File: src/rtl/dmem_port_arbiter.sv
// Shares one data-memory port between the core MEM stage (priority) and the host/debug port.
// Host starvation is bounded by STARVE_MAX; read data is steered back through a latency-matched tag pipe.
module dmem_port_arbiter #(
    parameter int AW         = 32,
    parameter int DW         = 32,
    parameter int RD_LAT     = 1,
    parameter int STARVE_MAX = 4
) (
    input  logic          sys_clk_i,
    input  logic          rst_n_i,
    input  logic          core_rd_en_i,
    input  logic          core_wr_en_i,
    input  logic [AW-1:0] core_addr_i,
    input  logic [DW-1:0] core_wdata_i,
    output logic          core_stall_o,
    output logic          core_rvalid_o,
    output logic [DW-1:0] core_rdata_o,
    input  logic          host_req_i,
    input  logic          host_we_i,
    input  logic [AW-1:0] host_addr_i,
    input  logic [DW-1:0] host_wdata_i,
    output logic          host_gnt_o,
    output logic          host_rvalid_o,
    output logic [DW-1:0] host_rdata_o,
    output logic          dm_rd_en_o,
    output logic          dm_wr_en_o,
    output logic [AW-1:0] dm_addr_o,
    output logic [DW-1:0] dm_wdata_o,
    input  logic [DW-1:0] dm_rdata_i
);

    localparam int CW = $clog2(STARVE_MAX + 1);
    localparam logic [CW-1:0] STARVE_LIM = CW'(STARVE_MAX);

    logic              core_req_s;
    logic              core_rd_s;
    logic              host_win_s;
    logic              core_go_s;
    logic              issue_rd_s;
    logic [CW-1:0]     wait_cnt_q, wait_cnt_d;
    logic [RD_LAT-1:0] tag_vld_q, tag_vld_d;
    logic [RD_LAT-1:0] tag_own_q, tag_own_d;
    logic [DW-1:0]     core_rdata_q, core_rdata_d;
    logic [DW-1:0]     host_rdata_q, host_rdata_d;

    // Grant decision; gated by reset so no strobe leaks out while the block is held in reset.
    always_comb begin
        core_req_s = core_rd_en_i | core_wr_en_i;
        core_rd_s  = core_rd_en_i & ~core_wr_en_i;
        host_win_s = rst_n_i & host_req_i & (~core_req_s | (wait_cnt_q == STARVE_LIM));
        core_go_s  = rst_n_i & core_req_s & ~host_win_s;
        issue_rd_s = (host_win_s & ~host_we_i) | (core_go_s & core_rd_s);
    end

    assign host_gnt_o   = host_win_s;
    assign core_stall_o = rst_n_i & core_req_s & host_win_s;

    // Memory command mux: the winner drives the port in the grant cycle.
    always_comb begin
        dm_rd_en_o = 1'b0;
        dm_wr_en_o = 1'b0;
        dm_addr_o  = {AW{1'b0}};
        dm_wdata_o = {DW{1'b0}};
        if (host_win_s) begin
            dm_rd_en_o = ~host_we_i;
            dm_wr_en_o = host_we_i;
            dm_addr_o  = host_addr_i;
            dm_wdata_o = host_wdata_i;
        end else if (core_go_s) begin
            dm_rd_en_o = core_rd_s;
            dm_wr_en_o = core_wr_en_i;
            dm_addr_o  = core_addr_i;
            dm_wdata_o = core_wdata_i;
        end else begin
            dm_rd_en_o = 1'b0;
            dm_wr_en_o = 1'b0;
        end
    end

    // Starvation counter next state: saturating count of refused host cycles.
    always_comb begin
        wait_cnt_d = {CW{1'b0}};
        if (host_req_i & ~host_win_s) begin
            if (wait_cnt_q == STARVE_LIM) begin
                wait_cnt_d = STARVE_LIM;
            end else begin
                wait_cnt_d = wait_cnt_q + CW'(1'b1);
            end
        end else begin
            wait_cnt_d = {CW{1'b0}};
        end
    end

    // Tag pipe next state; owner bit 1 marks a host read.
    always_comb begin
        tag_vld_d    = {RD_LAT{1'b0}};
        tag_own_d    = {RD_LAT{1'b0}};
        tag_vld_d[0] = issue_rd_s;
        tag_own_d[0] = host_win_s;
        for (int i = 1; i < RD_LAT; i++) begin
            tag_vld_d[i] = tag_vld_q[i-1];
            tag_own_d[i] = tag_own_q[i-1];
        end
    end

    assign core_rvalid_o = tag_vld_q[RD_LAT-1] & ~tag_own_q[RD_LAT-1];
    assign host_rvalid_o = tag_vld_q[RD_LAT-1] &  tag_own_q[RD_LAT-1];

    // Return data: pass memory data through on rvalid, otherwise hold the last value per owner.
    always_comb begin
        core_rdata_d = core_rdata_q;
        host_rdata_d = host_rdata_q;
        if (core_rvalid_o) begin
            core_rdata_d = dm_rdata_i;
        end else begin
            core_rdata_d = core_rdata_q;
        end
        if (host_rvalid_o) begin
            host_rdata_d = dm_rdata_i;
        end else begin
            host_rdata_d = host_rdata_q;
        end
    end

    assign core_rdata_o = core_rdata_d;
    assign host_rdata_o = host_rdata_d;

    // State registers; reset drops any in-flight read tags.
    always_ff @(posedge sys_clk_i or negedge rst_n_i) begin
        if (!rst_n_i) begin
            wait_cnt_q   <= {CW{1'b0}};
            tag_vld_q    <= {RD_LAT{1'b0}};
            tag_own_q    <= {RD_LAT{1'b0}};
            core_rdata_q <= {DW{1'b0}};
            host_rdata_q <= {DW{1'b0}};
        end else begin
            wait_cnt_q   <= wait_cnt_d;
            tag_vld_q    <= tag_vld_d;
            tag_own_q    <= tag_own_d;
            core_rdata_q <= core_rdata_d;
            host_rdata_q <= host_rdata_d;
        end
    end

endmodule

File: config.mk
export PLATFORM = sky130hd
export DESIGN_NAME = dmem_port_arbiter
export DESIGN_NICKNAME = d
export VERILOG_FILES = /design/src/rtl/dmem_port_arbiter.sv
export SDC_FILE = /design/constraint.sdc
export NUM_CORES = 1
export LEC_CHECK = 0
export BUFFER_PORTS_ARGS = -buffer_cell sky130_fd_sc_hd__buf_2
export CORE_AREA = 2 2 115 117
export CTS_CLUSTER_SIZE = 24
export DETAILED_ROUTE_END_ITERATION = 16
export DIE_AREA = 0 0 117 119
export GPL_ROUTABILITY_DRIVEN = 0
export GPL_TIMING_DRIVEN = 0
export PLACE_DENSITY_LB_ADDON = 0.2
export SLEW_MARGIN = 0
export SYNTH_ARGS = -nofsm -noshare
export SYNTH_HDL_FRONTEND = slang
export SYNTH_SLANG_ARGS = --single-unit
File: constraint.sdc
create_clock -name sys_clk_i -period 1.4 [get_ports sys_clk_i]
set_clock_uncertainty 0.15 [all_clocks]
set_input_delay 0 -clock sys_clk_i [delete_from_list [all_inputs] [get_ports sys_clk_i]]
set_output_delay 0 -clock sys_clk_i [all_outputs]
set_load 0.05 [all_outputs]
==> metrics.md, run 1 <==
| Metric | Value |
|---|---|
| Clk_lat worst skew | 320 ps |
| Clock tree sinks | 69 |
| Worst slew pin tran | 938 ps |
| Nets@finish | 820 |
| Failing checks | hold timing, setup timing |
| Hold slack | -328 ps |
| Wirelength per Cell | 19.2 um |
| Gr usage total | 19.8% |
| Ports | 300 |
| Critical Path Slowest Stage Cell | dfrtp_1 |
| Grt ovf | 0 |
| CP Capture Type | output port |
| Worst Path Arrival | 1920 ps |
| Synth Instances | 242 |
| Worst Setup SP | wait_cnt_q[0] |
| Clock-pin slew on the worst setup and hold paths | 60 ps |
| Hold Violations, Final | 69 |
| Cell variety after synth | 21 |
| Relative slew slack | 37.5% |
| Crit path time final | 2070 ps |
| # hold bufs at CTS | 36 |
| RR Startpoint | tag_own_q |
| H-Tree Depth | 3 |
| Async set or reset register ratio after synthesis | 100% |
| Vias | 3,840 |
| Max-cap violations | 0 |
| Crit path launch type | flop |
| Synth Register Bits | 69 |
| Placed cell areas | 0.00568 mm2 |
| Reg2reg path depth | 7 |
| Routed wl met2 | 8980 um |
| Area delta synth->final | 156% |
| Delay-heaviest family, CP | buffers and inverters |
| Post-route ant nets | 0 |
| Critical path depth | 9 |
| Largest net degree at the start of global routing | 74 |
| Final instance area | 0.00853 mm2 |
| Final slew viol count | 0 |
| TritonCTS Buffers | 9 |
| Post-synth top flop | dfrtp_1 |
| WP data required | 1250 ps |
| Leakage power | 4.35 nW |
| Clk root buf | clkbuf_16 |
| Met3 wire len | 945 um |
| Post-synth net total | 410 |
| Initial antenna violation count | 3 |
| Die area | 0.0139 mm2 |
| TritonRoute pass-1 iters | 4 |
| Worst reg-to-reg setup slack | -340 ps |
| Fillers | 888 |
| Core box area | 0.0129 mm2 |
| PortBufs | 299 |
| Global-route wire length before repair | 21,200 um |
| Met1 wire length | 5870 um |
| Power Total | 0.0109 W |
| Synthesis Warnings | 0 |
| Pwr/cell area | 1280 mW/mm2 |
| Worst hold path type | primary input to async pin |
| Worst r2r dst | core_rdata_q[5] |
| Rows | 42 |
| Max Freq | 0.484 GHz |
| Number of synthesized flops with an enable pin | 0 |
| CTS Buffer Depth | 2 |
| CP bufs+invs | 5 |
| Status | complete, but fails checks |
| Setup-failing EPs final | 191 |
| Number of global-route vias before repair | 4,087 |
| CTS tree | done |
| Sequential share of the synthesized area | 51.7% |
| Drt total wl | 16,100 um |
| Synth Area per Inst | 13.8 um2 |
| Crit path to | dm_wdata_o[23] |
| Hpwl dp | 9730 um |
| DR iter-0 viols | 186 |
| Max VDD drop | 0.598 mV |
| Worst path cell trace | inv_2 -> ha_4 -> o2bb2ai_4 -> nand3_4 -> inv_8 -> buf_12 -> clkbuf_16 -> a22o_4 -> buf_8 |
| Vias per Instance | 4.59 |
| Crit Path Category | flop to output port |
| Initial Util | 25.9% |
| Post-Syn Area | 0.00334 mm2 |
| Final WS setup | -666 ps |
| Layout cells sized above 1 | 83.0% |
| DR top layer | met4 |
| Unrepaired setup endpoints after global routing | true |
| Die width | 117 um |
| Die height | 119 um |
| Crit Path Max Fanout | 6 |
| Slowest stage delay, CP | 370 ps |
| Period utilisation layout | 148% |
| Post-route DRC violation count | 0 |
[metal layers]
layer | track usage (%) | vias up
li1 | - | 1755
met1 | 21.3 | 1895
met2 | 36.5 | 171
met3 | 4.22 | 19
met4 | 8.97 | 0
met5 | 0 | -
[worst min-delay path by stage]
stage,startpoint,to,slack (ps),cells past startpoint
after floorplan,rst_n_i,core_rdata_q[0],-450,0
after global placement,dm_rdata_i[9],core_rdata_q[9],110,2
after detailed placement,rst_n_i,host_rdata_q[13],40,1
after CTS,rst_n_i,host_rdata_q[13],-320,1
after global routing,rst_n_i,host_rdata_q[13],-260,1
final,rst_n_i,host_rdata_q[15],-330,1
[sequential cells by signal, indices dropped and copies added, names as in the netlist]
register      count
core_rdata_q     32
host_rdata_q     32
wait_cnt_q        3
tag_own_q         1
tag_vld_q         1
[final cells by class]
cell class | instances | area, um2 | share of cell area, %
repair buffers | 400 | 3810 | 44.6
multi-input cells | 149 | 2130 | 25.0
flip-flops and latches | 69 | 1730 | 20.2
plain buffers | 19 | 293 | 3.43
clock buffers | 12 | 267 | 3.12
well taps | 176 | 220 | 2.58
clock inverters | 4 | 53.8 | 0.630
inverters | 4 | 25.0 | 0.293
diodes | 3 | 7.51 | 0.0880
[cell families (layout without fill, tap and decap cells)]
| kind of cell | Yosys count | count (layout) | synth area share [%] |
|---|---|---|---|
| fa+ha+maj | 2 | 2 | 0.750 |
| buf+inv | 25 | 439 | 5.66 |
| mux | 64 | 64 | 21.6 |
| compound gates | 70 | 70 | 18.0 |
| other cells | 0 | 3 | 0 |
| flops | 69 | 69 | 51.7 |
| simple gates | 12 | 13 | 2.29 |
[Yosys cell counts (2+ instances only)]
cell | n | area, um2
dfrtp_1 | 69 | 1730
a22o_1 | 64 | 561
mux2_2 | 64 | 721
buf_6 | 11 | 124
buf_2 | 10 | 50.1
inv_1 | 3 | 11.3
o21ai_0 | 3 | 15.0
and3_1 | 2 | 12.5
and3b_1 | 2 | 17.5
ha_1 | 2 | 25.0
nor2_1 | 2 | 7.51
[cell usage in the layout (no fill, tap or decap), types with 2 or more instances in the layout]
cell,Yosys,final
buf_16,0,3
buf_4,0,15
inv_2,1,2
clkbuf_16,0,15
and3b_1,2,2
diode_2,0,3
clkbuf_8,0,3
dfrtp_1,69,69
and3_4,0,2
dlygate4sd3_1,0,36
buf_8,0,71
buf_2,10,164
clkinvlp_4,0,2
a22o_2,0,30
nand2_8,0,2
buf_6,11,111
buf_12,0,13
a22o_4,0,34
nand3_4,0,2
mux2_4,0,64
[power breakdown]
part	leakage, nW	switching [W]	total, W	internal [W]
Sequential	0.817	0.000150	0.00257	0.00241
Clock	0.151	0.000857	0.00239	0.00153
Combinational	3.38	0.00322	0.00597	0.00276
[worst reg2reg max path, cell delays in order (launching register included)]
cell and delay, ps:
dfrtp_1 410, nor2b_4 170, buf_12 140, buf_12 110
buf_16 120, mux2_4 330, buf_6 120, buf_6 100
[metrics by stage]
step | TNS, ps | hold WS, ps | worst slack (ps) | std cells | utilization, %
final | -74830 | -328 | -666 | 836 | 66.3
after global routing | -85860 | -258 | -753 | 836 | 66.3
after CTS | -79810 | -316 | -675 | 801 | 60.1
after detailed placement | -54890 | 41.6 | -784 | 717 | 44.1
after global placement | -108900 | 109 | -1340 | 717 | 44.1
after floorplan | -17730 | -446 | -233 | 242 | -
[repair_timing]
| item | in CTS | in global routing |
|---|---|---|
| pin swaps | 4 | 7 |
| gates cloned | 4 | 7 |
| hold endpoints to repair | 137 | 69 |
| resized for setup | 300 | 169 |
| buffers inserted | 28 | 36 |
| setup endpoints to repair | 168 | 191 |
No activity file was read; power rests on OpenSTA's default activity.
==> inputs of run 2 (changes only) <==
--- a/config.mk
+++ b/config.mk
@@ -13,6 +13,7 @@
 export GPL_ROUTABILITY_DRIVEN = 0
 export GPL_TIMING_DRIVEN = 0
 export PLACE_DENSITY_LB_ADDON = 0.2
+export SKIP_LAST_GASP = 1
 export SLEW_MARGIN = 0
 export SYNTH_ARGS = -nofsm -noshare
 export SYNTH_HDL_FRONTEND = slang
==> run 2 against run 1 <==
  * The flow still finishes with violations (hold timing, setup timing)
  * First-iteration DRC count fell by 31%
  * Critical path depth fell by 1
  * Design area fell by 0.21%
  * Via count is 0.10% higher
  * Clock-buffer cell count did not move
  * Worst hold slack lost 5.0 ps
  * Global-route usage fell by 0.36 points
  * Fmax decreased by 0.66%
  * Non-clock buffer count down 3
  * Register-to-register slack got worse by 20 ps
  * Worst setup slack worse by 14 ps
==> metrics.md, run 2 (synthesis results as in run 1) <==
| Metric | Value |
|---|---|
| Final design utilization | 66.1% |
| TritonCTS Buffers | 9 |
| Number of global-route vias before repair | 4,027 |
| Vias per Instance | 4.61 |
| Initial antenna violation count | 3 |
| Register Area | 0.00173 mm2 |
| Fillers | 885 |
| Setup-failing EPs final | 188 |
| Gr usage total | 19.5% |
| CTS Buffer Depth | 2 |
| Leakage power | 4.34 nW |
| Crit Path Category | flop to output port |
| Non-filler cells, final | 833 |
| Hold slack | -333 ps |
| Final slew viol count | 0 |
| Crit path launch type | flop |
| DR iter-0 viols | 129 |
| Global-route wire length before repair | 20,800 um |
| Place WS | -784 ps |
| Grt ovf | 0 |
| Max Freq | 0.481 GHz |
| Failing checks | hold timing, setup timing |
| Hpwl dp | 9730 um |
| Pwr/cell area | 1270 mW/mm2 |
| Core box area | 0.0129 mm2 |
| Clk root buf | clkbuf_16 |
| Biggest regs | core_rdata_q x32, host_rdata_q x32, wait_cnt_q x3 |
| Drt total wl | 15,700 um |
| Most Frequent Cell on Critical Path | buf_6 |
| WP data required | 1250 ps |
| Routed wl met2 | 8710 um |
| Largest net degree at the start of global routing | 74 |
| Nets@finish | 817 |
| Vias | 3,844 |
| Max-cap violations | 0 |
| Initial Util | 25.9% |
| Status | complete, but fails checks |
| Final WS setup | -680 ps |
| Slowest stage delay, CP | 380 ps |
| Ports | 300 |
| Relative slew slack | 38.7% |
| Post-route ant nets | 0 |
| Met1 wire length | 5730 um |
| CTS tree | done |
| Worst slew pin tran | 919 ps |
| Rows | 42 |
| Unrepaired setup endpoints after global routing | true |
| Wirelength per Cell | 18.9 um |
| PortBufs | 299 |
| Most common cell after layout, fill and taps aside | buf_2 |
| Hold Violations, Final | 69 |
| Period utilisation layout | 149% |
| Post-route DRC violation count | 0 |
| Multi-input logic area | 0.00212 mm2 |
| Worst hold path type | primary input to async pin |
| Area delta synth->final | 155% |
| Max VDD drop | 0.580 mV |
| CP bufs+invs | 4 |
| Placed Instances | 717 |
| Worst path cell trace | inv_2 -> ha_4 -> nand3_2 -> and3b_1 -> buf_6 -> buf_6 -> a22o_2 -> buf_8 |
| Met3 wire len | 979 um |
| Die area | 0.0139 mm2 |
| CP Capture Type | output port |
| Clock tree sinks | 69 |
| DR top layer | met4 |
| # hold bufs at CTS | 36 |
| Die width | 117 um |
| Clk_lat worst skew | 330 ps |
| Commonest non-fill, non-tap cells in the layout | buf_2 (164), buf_6 (109), buf_8 (72) |
| Crit Path Max Fanout | 10 |
| Critical Path Slowest Stage Cell | dfrtp_1 |
| Crit path time final | 2080 ps |
| Die height | 119 um |
| H-Tree Depth | 3 |
| Layout cells sized above 1 | 82.9% |
| TritonRoute pass-1 iters | 4 |
| Delay-heaviest family, CP | buffers and inverters |
| Worst Path Arrival | 1930 ps |
| Clock-pin slew on the worst setup and hold paths | 60 ps |
run 2: stage by stage:
step	setup TNS (ps)	total power (W)	hold slack, ps	area [um2]
after floorplan	-17730	0.00571	-446	3970
after global placement	-108900	0.00660	109	5680
after detailed placement	-54890	0.00665	41.6	5680
after CTS	-87580	0.00999	-316	7580
after global routing	-87920	0.0112	-254	8520
final	-77140	0.0108	-333	8520
run 2: layout make-up:
cell class,instances,share of cell area [%]
clock buffers,12,3.13
flip-flops and latches,69,20.3
repair buffers,397,44.6
multi-input cells,149,24.9
diodes,3,0.0882
plain buffers,19,3.44
clock inverters,4,0.632
inverters,4,0.294
well taps,176,2.59
run 2: repair_timing:
item,4_1_cts,5_1_grt
cloned,4,7
setup endpoints to repair,168,202
gates resized for setup,257,221
pin swaps,3,7
hold endpoints to repair,137,69
setup buffers,28,30
run 2: power breakdown:
part | leakage (nW) | switching [W] | internal, W | total [W]
registers | 0.817 | 0.000145 | 0.00241 | 0.00256
logic | 3.37 | 0.00318 | 0.00271 | 0.00590
clock network | 0.151 | 0.000862 | 0.00153 | 0.00239
total | 4.34 | 0.00419 | 0.00666 | 0.0108
run 2: worst paths after layout:
check / from / to / slack, ps / cells after the start
worst max-delay path: wait_cnt_q[1] / dm_addr_o[28] / -680 / 8
worst min-delay path: rst_n_i / host_rdata_q[13] / -330 / 1
worst max register to register: tag_own_q / core_rdata_q[5] / -360 / 7
worst min register to register: core_rdata_q[21] / core_rdata_q[21] / 350 / 1
max in group asynchronous: rst_n_i / core_rdata_q[2] / 850 / 1
min in group sys_clk_i: host_req_i / tag_vld_q / 60 / 4
run 2: layer usage:
metal | track usage (%) | up-vias
met5 | 0 | -
met4 | 7.35 | 0
met3 | 5.04 | 25
met2 | 35.5 | 165
met1 | 21.3 | 1905
li1 | - | 1749
